`src/rtl/note_lane_renderer.sv`:
```
// Single-lane note box renderer: on each frame tick, erases the previous box and draws the new one.
// Optional compile-time macro NOTE_OUTLINE_EN draws only the box outline (interior in BG_COLOUR).
module note_lane_renderer #(
  parameter int          X_POS       = 40,
  parameter int          BOX_W       = 8,
  parameter int          BOX_H       = 4,
  parameter int          SCREEN_H    = 120,
  parameter logic [2:0]  NOTE_COLOUR = 3'b110,
  parameter logic [2:0]  BG_COLOUR   = 3'b000
) (
  input  logic       clk,
  input  logic       resetn,
  input  logic       start,
  input  logic [7:0] y_in,
  output logic [7:0] vga_x,
  output logic [6:0] vga_y,
  output logic [2:0] colour,
  output logic       plot,
  output logic       busy,
  output logic       done
);

  localparam logic [1:0] StIdle   = 2'd0;
  localparam logic [1:0] StErase  = 2'd1;
  localparam logic [1:0] StDraw   = 2'd2;
  localparam logic [1:0] StFinish = 2'd3;

  localparam logic [7:0] NoNote = 8'hFF;

  logic [1:0] state_q, state_d;
  logic [7:0] prev_y_q, prev_y_d;
  logic [7:0] new_y_q, new_y_d;
  logic [3:0] dx_q, dx_d;
  logic [3:0] dy_q, dy_d;
  logic [7:0] vga_x_q, vga_x_d;
  logic [6:0] vga_y_q, vga_y_d;
  logic [2:0] colour_q, colour_d;
  logic       plot_q, plot_d;
  logic       busy_q, busy_d;
  logic       done_q, done_d;

  logic [7:0] base;
  logic [8:0] row;
  logic       last_dx;
  logic       last_dy;
  logic       border;
  logic [2:0] draw_colour;

  assign base    = (state_q == StDraw) ? new_y_q : prev_y_q;
  assign row     = {1'b0, base} + {5'd0, dy_q};
  assign last_dx = (dx_q == 4'(BOX_W - 1));
  assign last_dy = (dy_q == 4'(BOX_H - 1));
  assign border  = (dx_q == 4'd0) || last_dx || (dy_q == 4'd0) || last_dy;

`ifdef NOTE_OUTLINE_EN
  assign draw_colour = border ? NOTE_COLOUR : BG_COLOUR;
`else
  assign draw_colour = NOTE_COLOUR;
`endif

  always_comb begin
    state_d  = state_q;
    prev_y_d = prev_y_q;
    new_y_d  = new_y_q;
    dx_d     = dx_q;
    dy_d     = dy_q;
    vga_x_d  = vga_x_q;
    vga_y_d  = vga_y_q;
    colour_d = colour_q;
    plot_d   = 1'b0;
    busy_d   = 1'b0;
    done_d   = 1'b0;

    case (state_q)
      StIdle: begin
        if (start) begin
          new_y_d = y_in;
          dx_d    = 4'd0;
          dy_d    = 4'd0;
          state_d = StErase;
        end
      end

      StErase, StDraw: begin
        vga_x_d  = 8'(X_POS) + {4'd0, dx_q};
        vga_y_d  = row[6:0];
        colour_d = (state_q == StDraw) ? draw_colour : BG_COLOUR;
        // Clipped or absent pixels still consume their slot so update length is fixed.
        plot_d   = (base != NoNote) && (row < 9'(SCREEN_H));
        busy_d   = 1'b1;
        if (last_dx) begin
          dx_d = 4'd0;
          if (last_dy) begin
            dy_d    = 4'd0;
            state_d = (state_q == StErase) ? StDraw : StFinish;
          end else begin
            dy_d = dy_q + 4'd1;
          end
        end else begin
          dx_d = dx_q + 4'd1;
        end
      end

      StFinish: begin
        // Stay here through the done cycle so a start coincident with done is dropped.
        if (!done_q) begin
          done_d   = 1'b1;
          prev_y_d = new_y_q;
        end else begin
          state_d = StIdle;
        end
      end

      default: state_d = StIdle;
    endcase
  end

  always_ff @(posedge clk or negedge resetn) begin
    if (!resetn) begin
      state_q  <= StIdle;
      prev_y_q <= NoNote;
      new_y_q  <= NoNote;
      dx_q     <= 4'd0;
      dy_q     <= 4'd0;
      vga_x_q  <= 8'd0;
      vga_y_q  <= 7'd0;
      colour_q <= 3'd0;
      plot_q   <= 1'b0;
      busy_q   <= 1'b0;
      done_q   <= 1'b0;
    end else begin
      state_q  <= state_d;
      prev_y_q <= prev_y_d;
      new_y_q  <= new_y_d;
      dx_q     <= dx_d;
      dy_q     <= dy_d;
      vga_x_q  <= vga_x_d;
      vga_y_q  <= vga_y_d;
      colour_q <= colour_d;
      plot_q   <= plot_d;
      busy_q   <= busy_d;
      done_q   <= done_d;
    end
  end

  assign vga_x  = vga_x_q;
  assign vga_y  = vga_y_q;
  assign colour = colour_q;
  assign plot   = plot_q;
  assign busy   = busy_q;
  assign done   = done_q;

endmodule

```
`config.mk`:
```
export PLATFORM = sky130hd
export DESIGN_NAME = note_lane_renderer
export DESIGN_NICKNAME = d
export VERILOG_FILES = /design/src/rtl/note_lane_renderer.sv
export SDC_FILE = /design/constraint.sdc
export NUM_CORES = 1
export LEC_CHECK = 0
export BUFFER_PORTS_ARGS = -buffer_cell sky130_fd_sc_hd__buf_4
export CELL_PAD_IN_SITES_DETAIL_PLACEMENT = 0
export CELL_PAD_IN_SITES_GLOBAL_PLACEMENT = 1
export CORE_ASPECT_RATIO = 0.8
export CORE_MARGIN = 3
export CORE_UTILIZATION = 40
export DETAILED_ROUTE_END_ITERATION = 12
export GPL_ROUTABILITY_DRIVEN = 0
export GPL_TIMING_DRIVEN = 1
export PLACE_DENSITY = 0.72
export SLEW_MARGIN = 20
export SYNTH_ARGS = -nofsm -noshare
export SYNTH_HDL_FRONTEND = slang
export SYNTH_SLANG_ARGS = --single-unit
export TNS_END_PERCENT = 30
```
`constraint.sdc`:
```
create_clock -name clk -period 3 [get_ports clk]
set_input_delay 0.6 -clock clk [delete_from_list [all_inputs] [get_ports clk]]
set_output_delay 0.6 -clock clk [all_outputs]
set_load 0.005 [all_outputs]
```
==> summary.md, run 1 <==
| Metric | Value |
|---|---|
| Die H | 72.4 um |
| Critical Path RT | 3.24 ns |
| WP data arrival | 3.05 ns |
| Peak Freq | 356 MHz |
| Outcome | finished, final reports clean |
| Die area | 6450 um^2 |
| Post-synthesis cell area | 2210 um^2 |
| Hold Vio Cnt, Final | 0 |
| Post-synth cell types | 44 |
| Switching pwr | 1140 uW |
| Max stage delay on crit path | 0.44 ns |
| Worst path slowest cell | fa_1 |
| Cells after Synth | 176 |
| Sw frac | 37.0% |
| Sequential power share | 36.7% |
| Top post-synthesis cells by area | dfrtp_1 (31%), dfstp_2 (19%), mux2_2 (17%), ha_1 (6.2%), mux2i_1 (1.8%) |
| Vias/cell | 5.28 |
| Clock latency on the worst-skew pair | 0.30 ns |
| Slew Limit Headroom | 54.2% |
| Comb power frac | 51.4% |
| Yosys Warn Count | 0 |
| Final core occ | 49.3% |
| P_int | 1940 uW |
| Final Cycle Share | 93.7% |
| Synth area leader | dfrtp_1 |
| Placed Instance Area | 2470 um^2 |
| Compound-Gate Fraction of Synth Area | 8.56% |
| Layout cell share with drive strength beyond 1 | 46.2% |
| # diodes | 0 |
| First-pass GRT wire length | 6870 um |
| Largest family of logic cells by synthesized area | multiplexers |
| CP Cell Sequence | inv_1, ha_1, buf_4, mux2_2, fa_1, a21o_1, a21oi_1, o21ai_1, nor4b_2, o221a_1 |
| Critical path origin | state_q[0] |
| GRT Total Usage | 14.0% |
| Post-synthesis xor/xnor area fraction | 1.98% |
| CTS buffer count | 5 |
| Worst hold path type | input port to asynchronous set/reset pin |
| Setup Skew | 0.0130 ns |
| DRT Pass-1 Iters | 4 |
| Routed Antenna Nets | 0 |
| Unrepaired setup endpoints after global routing | no |
| Overall power | 3080 uW |
| Element type at the critical path end | flop |
| Final WL | 4110 um |
| Sink Count | 43 |
| Simple-gate area share of the yosys netlist | 8.84% |
| CTS Root Cell | clkbuf_8 |
| Via count of the first global-routing pass | 1,400 |
| Post-synthesis adder-cell area fraction | 7.14% |
| Max Slew Vio Count | 0 |
| DPL Wire Length | 2920 um |
| Worst-path fanout max | 8 |
| Postcts setup bufs | 0 |
| # H-tree levels | 2 |
| Core Box Area | 5180 um^2 |
| Reg-to-Reg Start | state_q[0] |
| Sequential area share after synthesis | 49.7% |
| Clock buffer depth | 2 |
| Detailed Route Iter0 Violations | 41 |
| Largest net degree at the start of global routing | 44 |
| Cell family with most CP delay | compound AO/OA/AOI/OAI gates |
| Drt drc | 0 |
| Final min period | 2.81 ns |
| Post-synthesis to final-layout area growth | 15.8% |
| Initial antenna violation count | 0 |
| PortBufs | 28 |
| Final nets | 230 |
| Flip-flop and latch count after synthesis | 43 |
| Mux cell area share after synthesis | 19.8% |
| Static leakage | 0.00115 uW |
| Avg Cell Area, Syn | 12.5 um^2 |
| Final Cell Area | 2550 um^2 |
| Type of origin of the critical path | flop |
| Peak supply drop | 476 uV |
| Clk pwr share | 11.9% |
| WL/cell | 15.2 um |
| Dpl ws | 0.220 ns |
| Setup ws final | 0.189 ns |
| Measured slew at the worst slew-check pin | 0.687 ns |
| Critical path class | flop to flop |
| Cell Pwr Density | 1210 nW/um^2 |
| Max-cap violations | 0 |
| Hold_buf cts | 0 |
| Overflow left after global routing | 0 |
| Vias | 1,426 |
| CTS clock-pin slew for the worst setup and hold paths | 0.09 ns |
| Post-synth EDFFs | 0 |
| Cell Rows | 23 |
| CP bufs+invs | 2 |
| Sum of negative setup slack | 0 ns |
| Starting Density | 42.6% |
| Ys async rst share | 100% |
| Chip width | 89.1 um |
| Main flop type after synthesis | dfrtp_1 |
| Cts repair resizes | 0 |
| Yosys top cell area share | 30.6% |
| Io pins | 32 |
| Final setup fails | 0 |
| CTS tree | done |
## sequential cells by signal, indices dropped and copies added, names as in the netlist
signal    count
busy          1
colour        1
done          1
dx_q          4
dy_q          4
new_y_q       8
plot          1
prev_y_q      8
state_q       2
vga_x         6
vga_y         7
## cell type report
type / instances / area [um^2]
Multi-Input combinational cell: 119 / 1030
Clock buffer: 5 / 68.8
Inverter: 7 / 26.3
Fill cell: 475 / 2630
Clock inverter: 3 / 20.0
Sequential cell: 43 / 1100
Timing Repair Buffer: 31 / 233
Tap cell: 62 / 77.6
## synth_stat cells (2+ instances only)
master / instances
a21oi_1: 4
a22o_1: 3
buf_2: 2
buf_4: 4
dfrtp_1: 27
dfstp_2: 16
ha_1: 11
inv_1: 7
mux2_2: 34
mux2i_1: 4
nand2_1: 9
nand2b_1: 3
nand3_1: 4
nor2_1: 6
nor2b_1: 2
o21ai_0: 7
o31ai_1: 3
xnor2_1: 3
xor2_1: 2
## power by group through the flow
stage,clock [uW],sequential [uW],combinational (uW)
floorplan,0,1090,1170
global placement,0,1130,1560
detailed placement,0,1140,1600
CTS,381,1130,1610
global route,406,1170,1770
finish,368,1130,1580
## metrics by stage
stage               cells  hold slack (ns)
finish                270            0.276
global route          270            0.315
CTS                   270            0.291
detailed placement    262            0.454
global placement      262            0.455
floorplan             178            0.304
## final timing paths
kind                               to  slack, ns  cells past startpoint
min                         colour[1]       0.28                      1
max in group asynchronous  new_y_q[0]       2.33                      1
max reg2reg                      plot       0.19                     10
max                              plot       0.19                     10
min in group clk             vga_x[5]       0.47                      1
min reg2reg                  vga_x[5]       0.47                      1
## kinds of logic (layout without fill, tap and decap cells)
family | after synthesis | count (layout)
AO/OA/AOI/OAI | 26 | 26
other | 1 | 3
buffers and inverters | 16 | 46
flip-flops | 43 | 43
XOR/XNOR | 5 | 5
adder cells (fa/ha/maj) | 12 | 12
AND/OR/NAND/NOR | 34 | 34
multiplexers | 39 | 39
## cells in the final DEF, fill, tap and decap left out, types with 2 or more instances in the layout
master / count
a21oi_1: 4
a22o_1: 3
buf_4: 31
clkbuf_8: 5
clkinvlp_4: 2
conb_1: 3
dfrtp_1: 27
dfstp_2: 16
ha_1: 11
inv_1: 7
mux2_2: 34
mux2i_1: 4
nand2_1: 9
nand2b_1: 3
nand3_1: 4
nor2_1: 6
nor2b_1: 2
o21ai_0: 7
o31ai_1: 3
xnor2_1: 3
xor2_1: 2
## layer usage
| layer | GRT usage (%) | routed length [um] |
|---|---|---|
| met3 | 3.75 | 176 |
| met4 | 3.97 | 29 |
| met5 | 0 | 0 |
| met1 | 20.5 | 2050 |
| met2 | 20.4 | 1850 |
Note: power is estimated with default switching activity, not from simulation.
==> run 2: changes to the inputs <==
- CELL_PAD_IN_SITES_DETAIL_PLACEMENT: 0 -> unset
- CELL_PAD_IN_SITES_GLOBAL_PLACEMENT: 1 -> unset
- PLACE_DENSITY: 0.72 -> 0.6
- SLEW_MARGIN: 20 -> 30
==> run 2 against run 1 <==
Count of clock-buffer cells in the layout rose by 1. Wire length is 0.27% higher. Worst hold slack better by 0.0047 ns. Die area did not move. First-iteration DRC count decreased by 4.9%. Critical path depth unchanged. Non-clock buffer count is the same. Global-route usage rose by 0.55 points. Critical path type unchanged. Cell area rose by 1.4%.
==> summary.md, run 2 (synthesized netlist as in run 1, its figures left out) <==
| Metric | Value |
|---|---|
| Outcome | finished, final reports clean |
| Post-synthesis to final-layout area growth | 17.3% |
| GRT Total Usage | 14.6% (+0.55 points) |
| Final WL | 4120 um (+0.27%) |
| Most frequent cells in the layout | mux2_2 (34), buf_4 (31), dfrtp_1 (27), dfstp_2 (16), ha_1 (10) |
| Largest net degree at the start of global routing | 44 (unchanged) |
| CTS Root Cell | clkbuf_8 |
| Placed cell count | 262 (unchanged) |
| WP data arrival | 3.05 ns (about the same) |
| Critical path origin | state_q[0] |
| Sum of negative setup slack | 0 ns (unchanged) |
| Vias/cell | 5.30 (+0.35%) |
| Cell Rows | 23 (unchanged) |
| Drt drc | 0 (unchanged) |
| CTS tree | done |
| # diodes | 0 (unchanged) |
| Via count of the first global-routing pass | 1,475 (+5.4%) |
| Final setup fails | 0 (unchanged) |
| Static leakage | 0.00117 uW (+1.7%) |
| Detailed Route Iter0 Violations | 39 (-4.9%) |
| Starting Density | 42.6% (unchanged) |
| Element type at the critical path end | flop |
| Clock buffer depth | 2 (unchanged) |
| WL/cell | 15.3 um (+0.27%) |
| Initial antenna violation count | 0 (unchanged) |
| R2R Setup Slk | 0.18 ns (about the same) |
| Max Slew Vio Count | 0 (unchanged) |
| Measured slew at the worst slew-check pin | 0.529 ns (-0.158 ns) |
| Vias | 1,431 (+0.35%) |
| Cell Pwr Density | 1240 nW/um^2 (+2.6%) |
| Fillers | 477 (+0.42%) |
| Placed Instance Area | 2470 um^2 (unchanged) |
| Hold Vio Cnt, Final | 0 (unchanged) |
| CP Cell Sequence | inv_1, ha_2, mux2_2, ha_1, fa_1, a21o_1, a21oi_2, o21ai_1, nor4b_2, o221a_1 |
| Layout cell share with drive strength beyond 1 | 47.1% (+0.96 points) |
| Die area | 6450 um^2 (unchanged) |
| Final nets | 230 (unchanged) |
| CP endpoint | plot |
| Critical Path RT | 3.23 ns (about the same) |
| DRT Pass-1 Iters | 4 (unchanged) |
| Io pins | 32 (unchanged) |
| CTS clock-pin slew for the worst setup and hold paths | 0.08 ns (about the same) |
| Worst reg-to-reg path cell count | 10 (unchanged) |
| CTS buffer count | 5 (unchanged) |
| Setup ws final | 0.185 ns (-0.00465 ns) |
| Unrepaired setup endpoints after global routing | no |
| Final min period | 2.82 ns (+0.00465 ns) |
| Core Box Area | 5180 um^2 (unchanged) |
| Worst-path fanout max | 6 (-2) |
| First-pass GRT wire length | 7200 um (+4.9%) |
| Most common cell after layout, fill and taps aside | mux2_2 |
| Max-cap violations | 0 (unchanged) |
| Critical path class | flop to flop |
| Slew Limit Headroom | 63.8% (+9.5 points) |
| Worst hold path type | input port to asynchronous set/reset pin |
| # H-tree levels | 2 (unchanged) |
| Final Cycle Share | 93.8% (+0.16 points) |
| Dpl ws | 0.0360 ns (-0.184 ns) |
| Setup Skew | 0.00576 ns (-0.00723 ns) |
| Postcts setup bufs | 0 (unchanged) |
| Routed Antenna Nets | 0 (unchanged) |
| R2R Path End | plot |
| DPL Wire Length | 3020 um (+3.5%) |
| Max stage delay on crit path | 0.42 ns (-0.02 ns) |
| Chip width | 89.1 um (unchanged) |
| Worst path slowest cell | dfrtp_1 |
| Clock latency on the worst-skew pair | 0.29 ns (about the same) |
| Die H | 72.4 um (unchanged) |
| Overflow left after global routing | 0 (unchanged) |
| Hold Slack | 0.281 ns (+0.00474 ns) |
| Peak Freq | 355 MHz (-0.17%) |
| Non-filler cells, final | 270 (unchanged) |
| Type of origin of the critical path | flop |
| Sink Count | 43 (unchanged) |
| Peak supply drop | 468 uV (-1.5%) |
| PortBufs | 28 (unchanged) |
| Reg-to-Reg Start | state_q[0] |
| Final Cell Area | 2590 um^2 (+1.4%) |
## run 2: worst min path at each step
| stage | endpoint | slack [ns] | startpoint | cells after the start |
|---|---|---|---|---|
| finish | colour[1] | 0.28 | resetn | 1 |
| global route | colour[1] | 0.32 | resetn | 1 |
| CTS | colour[1] | 0.30 | resetn | 1 |
| detailed placement | vga_x[5] | 0.45 | vga_x[5] | 1 |
| global placement | vga_x[5] | 0.45 | vga_x[5] | 1 |
| floorplan | busy | 0.30 | resetn | 0 |
## run 2: power breakdown
| group | switching, uW | internal [uW] | total [uW] |
|---|---|---|---|
| clock | 198 | 269 | 468 |
| combinational | 755 | 859 | 1610 |
| sequential | 191 | 936 | 1130 |
| total | 1140 | 2060 | 3210 |
## run 2: layout make-up
type / count / area, um^2 / area share, %
multi-input cells: 119 / 1040 / 40.1
flip-flops and latches: 43 / 1100 / 42.3
repair buffers: 31 / 233 / 8.99
clock inverters: 2 / 35.0 / 1.35
well taps: 62 / 77.6 / 3.00
clock buffers: 6 / 82.6 / 3.19
inverters: 7 / 26.3 / 1.01
## run 2: worst max-delay path, delay by kind of cell (launching register included)
family | cells | cell delay [ns]
fa+ha+maj | 3 | 0.90
compound gates | 4 | 0.73
flops | 1 | 0.42
mux | 1 | 0.36
simple gates | 1 | 0.25
buf+inv | 1 | 0.09
## run 2: metrics by stage
step	utilization (%)	total power [uW]
final	50.0	3210
after global routing	50.0	3480
after CTS	49.9	3250
after detailed placement	47.6	2760
after global placement	47.6	2690
after floorplan	-	2270
## run 2: per-layer routing
metal	track usage, %	wire (um)	up-vias
met3	4.09	198	5
met2	20.8	1860	32
met1	20.6	2010	718
li1	-	-	676
met4	6.28	55	0
met5	0	0	-
## run 2: timing repair
item | 4_1_cts | 5_1_grt
endpoints found under the setup margin | 0 | 2
hold buffers | 0 | 0
gates resized for setup | 0 | 2
==> run 3: changes to the inputs <==
--- a/config.mk
+++ b/config.mk
@@ -10,3 +10,3 @@
 export CORE_MARGIN = 3
-export CORE_UTILIZATION = 40
+export CORE_UTILIZATION = 56
 export DETAILED_ROUTE_END_ITERATION = 12
@@ -14,3 +14,4 @@
 export GPL_TIMING_DRIVEN = 1
-export PLACE_DENSITY = 0.6
+export PLACE_DENSITY = 0.79
+export SKIP_CTS_REPAIR_TIMING = 1
 export SLEW_MARGIN = 30
==> constraint.sdc (replaced) <==
create_clock -name clk -period 3 [get_ports clk]
set_input_delay 0.45 -clock clk [delete_from_list [all_inputs] [get_ports clk]]
set_output_delay 0.45 -clock clk [all_outputs]
set_load 0.005 [all_outputs]
==> run 3 against run 2 <==
Combinational power is essentially flat. Highest routed layer unchanged. Critical path depth stayed put. Sequential share of layout area unchanged. Cell area unchanged. Sequential power is essentially flat.
==> summary.md, run 3 (synthesized netlist as in run 1, its figures left out) <==
| Metric | Value |
|---|---|
| Drt drc | 0 (unchanged) |
| Hold Vio Cnt, Final | 0 (unchanged) |
| Cell family with most CP delay | adder cells |
| Element type at the critical path end | flop |
| Die area | 4740 um^2 (-27%) |
| Gr busiest metal | met2 |
| # H-tree levels | 2 (unchanged) |
| Initial antenna violation count | 0 (unchanged) |
| Core Box Area | 3610 um^2 (-30%) |
| Vias/cell | 5.54 (+4.6%) |
| Outcome | finished, final reports clean |
| Clock buffer depth | 2 (unchanged) |
| # diodes | 0 (unchanged) |
| Met1 Track Usage GR | 24.9% (+4.3 points) |
| GRT Total Usage | 19.2% (+4.6 points) |
| Clock latency on the worst-skew pair | 0.30 ns (about the same) |
| WL/cell | 15.5 um (+1.4%) |
| Die H | 62.2 um (-14%) |
| Unrepaired setup endpoints after global routing | no |
| Peak supply drop | 770 uV (+64%) |
| CTS buffer count | 5 (unchanged) |
| Largest net degree at the start of global routing | 44 (unchanged) |
| Post-synthesis to final-layout area growth | 17.3% (unchanged) |
| Most frequent CP cell | ha_1 |
| Most common cell after layout, fill and taps aside | mux2_2 |
| Critical Path RT | 3.24 ns (about the same) |
| Sum of negative setup slack | 0 ns (unchanged) |
| Setup Skew | 0.00342 ns (-0.00234 ns) |
| Via count of the first global-routing pass | 1,514 (+2.6%) |
| Layout cell share with drive strength beyond 1 | 46.2% (-0.96 points) |
| Routed Antenna Nets | 0 (unchanged) |
| Peak Freq | 350 MHz (-1.4%) |
| Worst reg-to-reg path cell count | 10 (unchanged) |
| Max Slew Vio Count | 0 (unchanged) |
| Type of origin of the critical path | flop |
| R2R Path End | plot |
| Sink Count | 43 (unchanged) |
| CTS Root Cell | clkbuf_8 |
| Worst-path fanout max | 6 (unchanged) |
| Detailed Route Iter0 Violations | 89 (+130%) |
| Final min period | 2.85 ns (+0.0394 ns) |
| Non-filler cells, final | 260 (-3.7%) |
| Most frequent cells in the layout | mux2_2 (34), buf_4 (31), dfrtp_1 (27), dfstp_2 (16), ha_1 (11) |
| Worst path slowest cell | dfrtp_1 |
| Max stage delay on crit path | 0.42 ns (about the same) |
| Cell Pwr Density | 1260 nW/um^2 (+2.1%) |
| Slew Limit Headroom | 63.8% (about the same) |
| CP bufs+invs | 1 (unchanged) |
| Vias | 1,441 (+0.70%) |
| Worst hold path type | input port to asynchronous set/reset pin |
| Placed cell count | 252 (-3.8%) |
| Static leakage | 0.00118 uW (+0.50%) |
| Io pins | 32 (unchanged) |
| Final setup fails | 0 (unchanged) |
| DRT Pass-1 Iters | 4 (unchanged) |
| Global routing usage on met3 | 4.34% (+0.25 points) |
| Starting Density | 61.1% (+18 points) |
| CP Cell Sequence | inv_1, ha_1, mux2_2, ha_1, fa_1, a21o_1, a21oi_2, o21ai_1, nor4b_2, o221a_1 |
| Measured slew at the worst slew-check pin | 0.528 ns (-0.000857 ns) |
| Chip width | 76.2 um (-14%) |
| CTS tree | done |
| GR Util met2 | 30.9% (+10 points) |
| Max-cap violations | 0 (unchanged) |
| Final nets | 230 (unchanged) |
| Critical path class | flop to flop |
| Reg-to-Reg Start | state_q[0] |
| R2R Setup Slk | 0.15 ns (-0.04 ns) |
| WP data arrival | 3.09 ns (+0.04 ns) |
| Final WL | 4020 um (-2.4%) |
| Fillers | 263 (-45%) |
| Final Cycle Share | 95.2% (+1.3 points) |
| PortBufs | 28 (unchanged) |
| First-pass GRT wire length | 7170 um (-0.47%) |
| Overflow left after global routing | 0 (unchanged) |
| CTS clock-pin slew for the worst setup and hold paths | 0.08 ns (about the same) |
| DPL Wire Length | 2980 um (-1.3%) |
| Cell Rows | 19 (-17%) |
[run 3: where the power goes]
group	total [uW]	switching, uW	internal (uW)
Sequential	1140	203	937
Combinational	1610	754	857
Clock	525	193	333
Total	3280	1150	2130
[run 3: area by class of cell]
type	instances	area (um^2)	area share, %
clock buffer	6	72.6	2.80
tap	52	65.1	2.51
clock inverter	2	60.1	2.32
inverter	7	26.3	1.01
timing repair buffer	31	233	8.99
multi-input combinational	119	1040	40.0
sequential	43	1100	42.3
[run 3: worst max path at each step]
stage / from / cells past startpoint / to
after floorplan: state_q[0] / 11 / plot
after global placement: state_q[0] / 10 / plot
after detailed placement: state_q[0] / 10 / plot
after CTS: state_q[0] / 10 / plot
after global routing: state_q[0] / 10 / plot
final: state_q[0] / 10 / plot
[run 3: stage by stage]
stage	worst slack [ns]	util [%]	hold slack [ns]	cell area (um^2)	power, uW
2_1_floorplan	0.254	-	0.154	2210	2270
3_3_place_gp	0.194	67.9	0.452	2450	2660
3_5_place_dp	0.0802	67.9	0.453	2450	2760
4_1_cts	0.0418	71.6	0.137	2590	3290
5_1_grt	0.0139	71.7	0.157	2590	3540
6_report	0.145	71.7	0.125	2590	3280
[run 3: metal layers]
metal / vias to the layer above / routed length (um)
li1: 684 / -
met1: 711 / 1890
met2: 38 / 1880
met3: 8 / 170
met4: 0 / 82
met5: - / 0
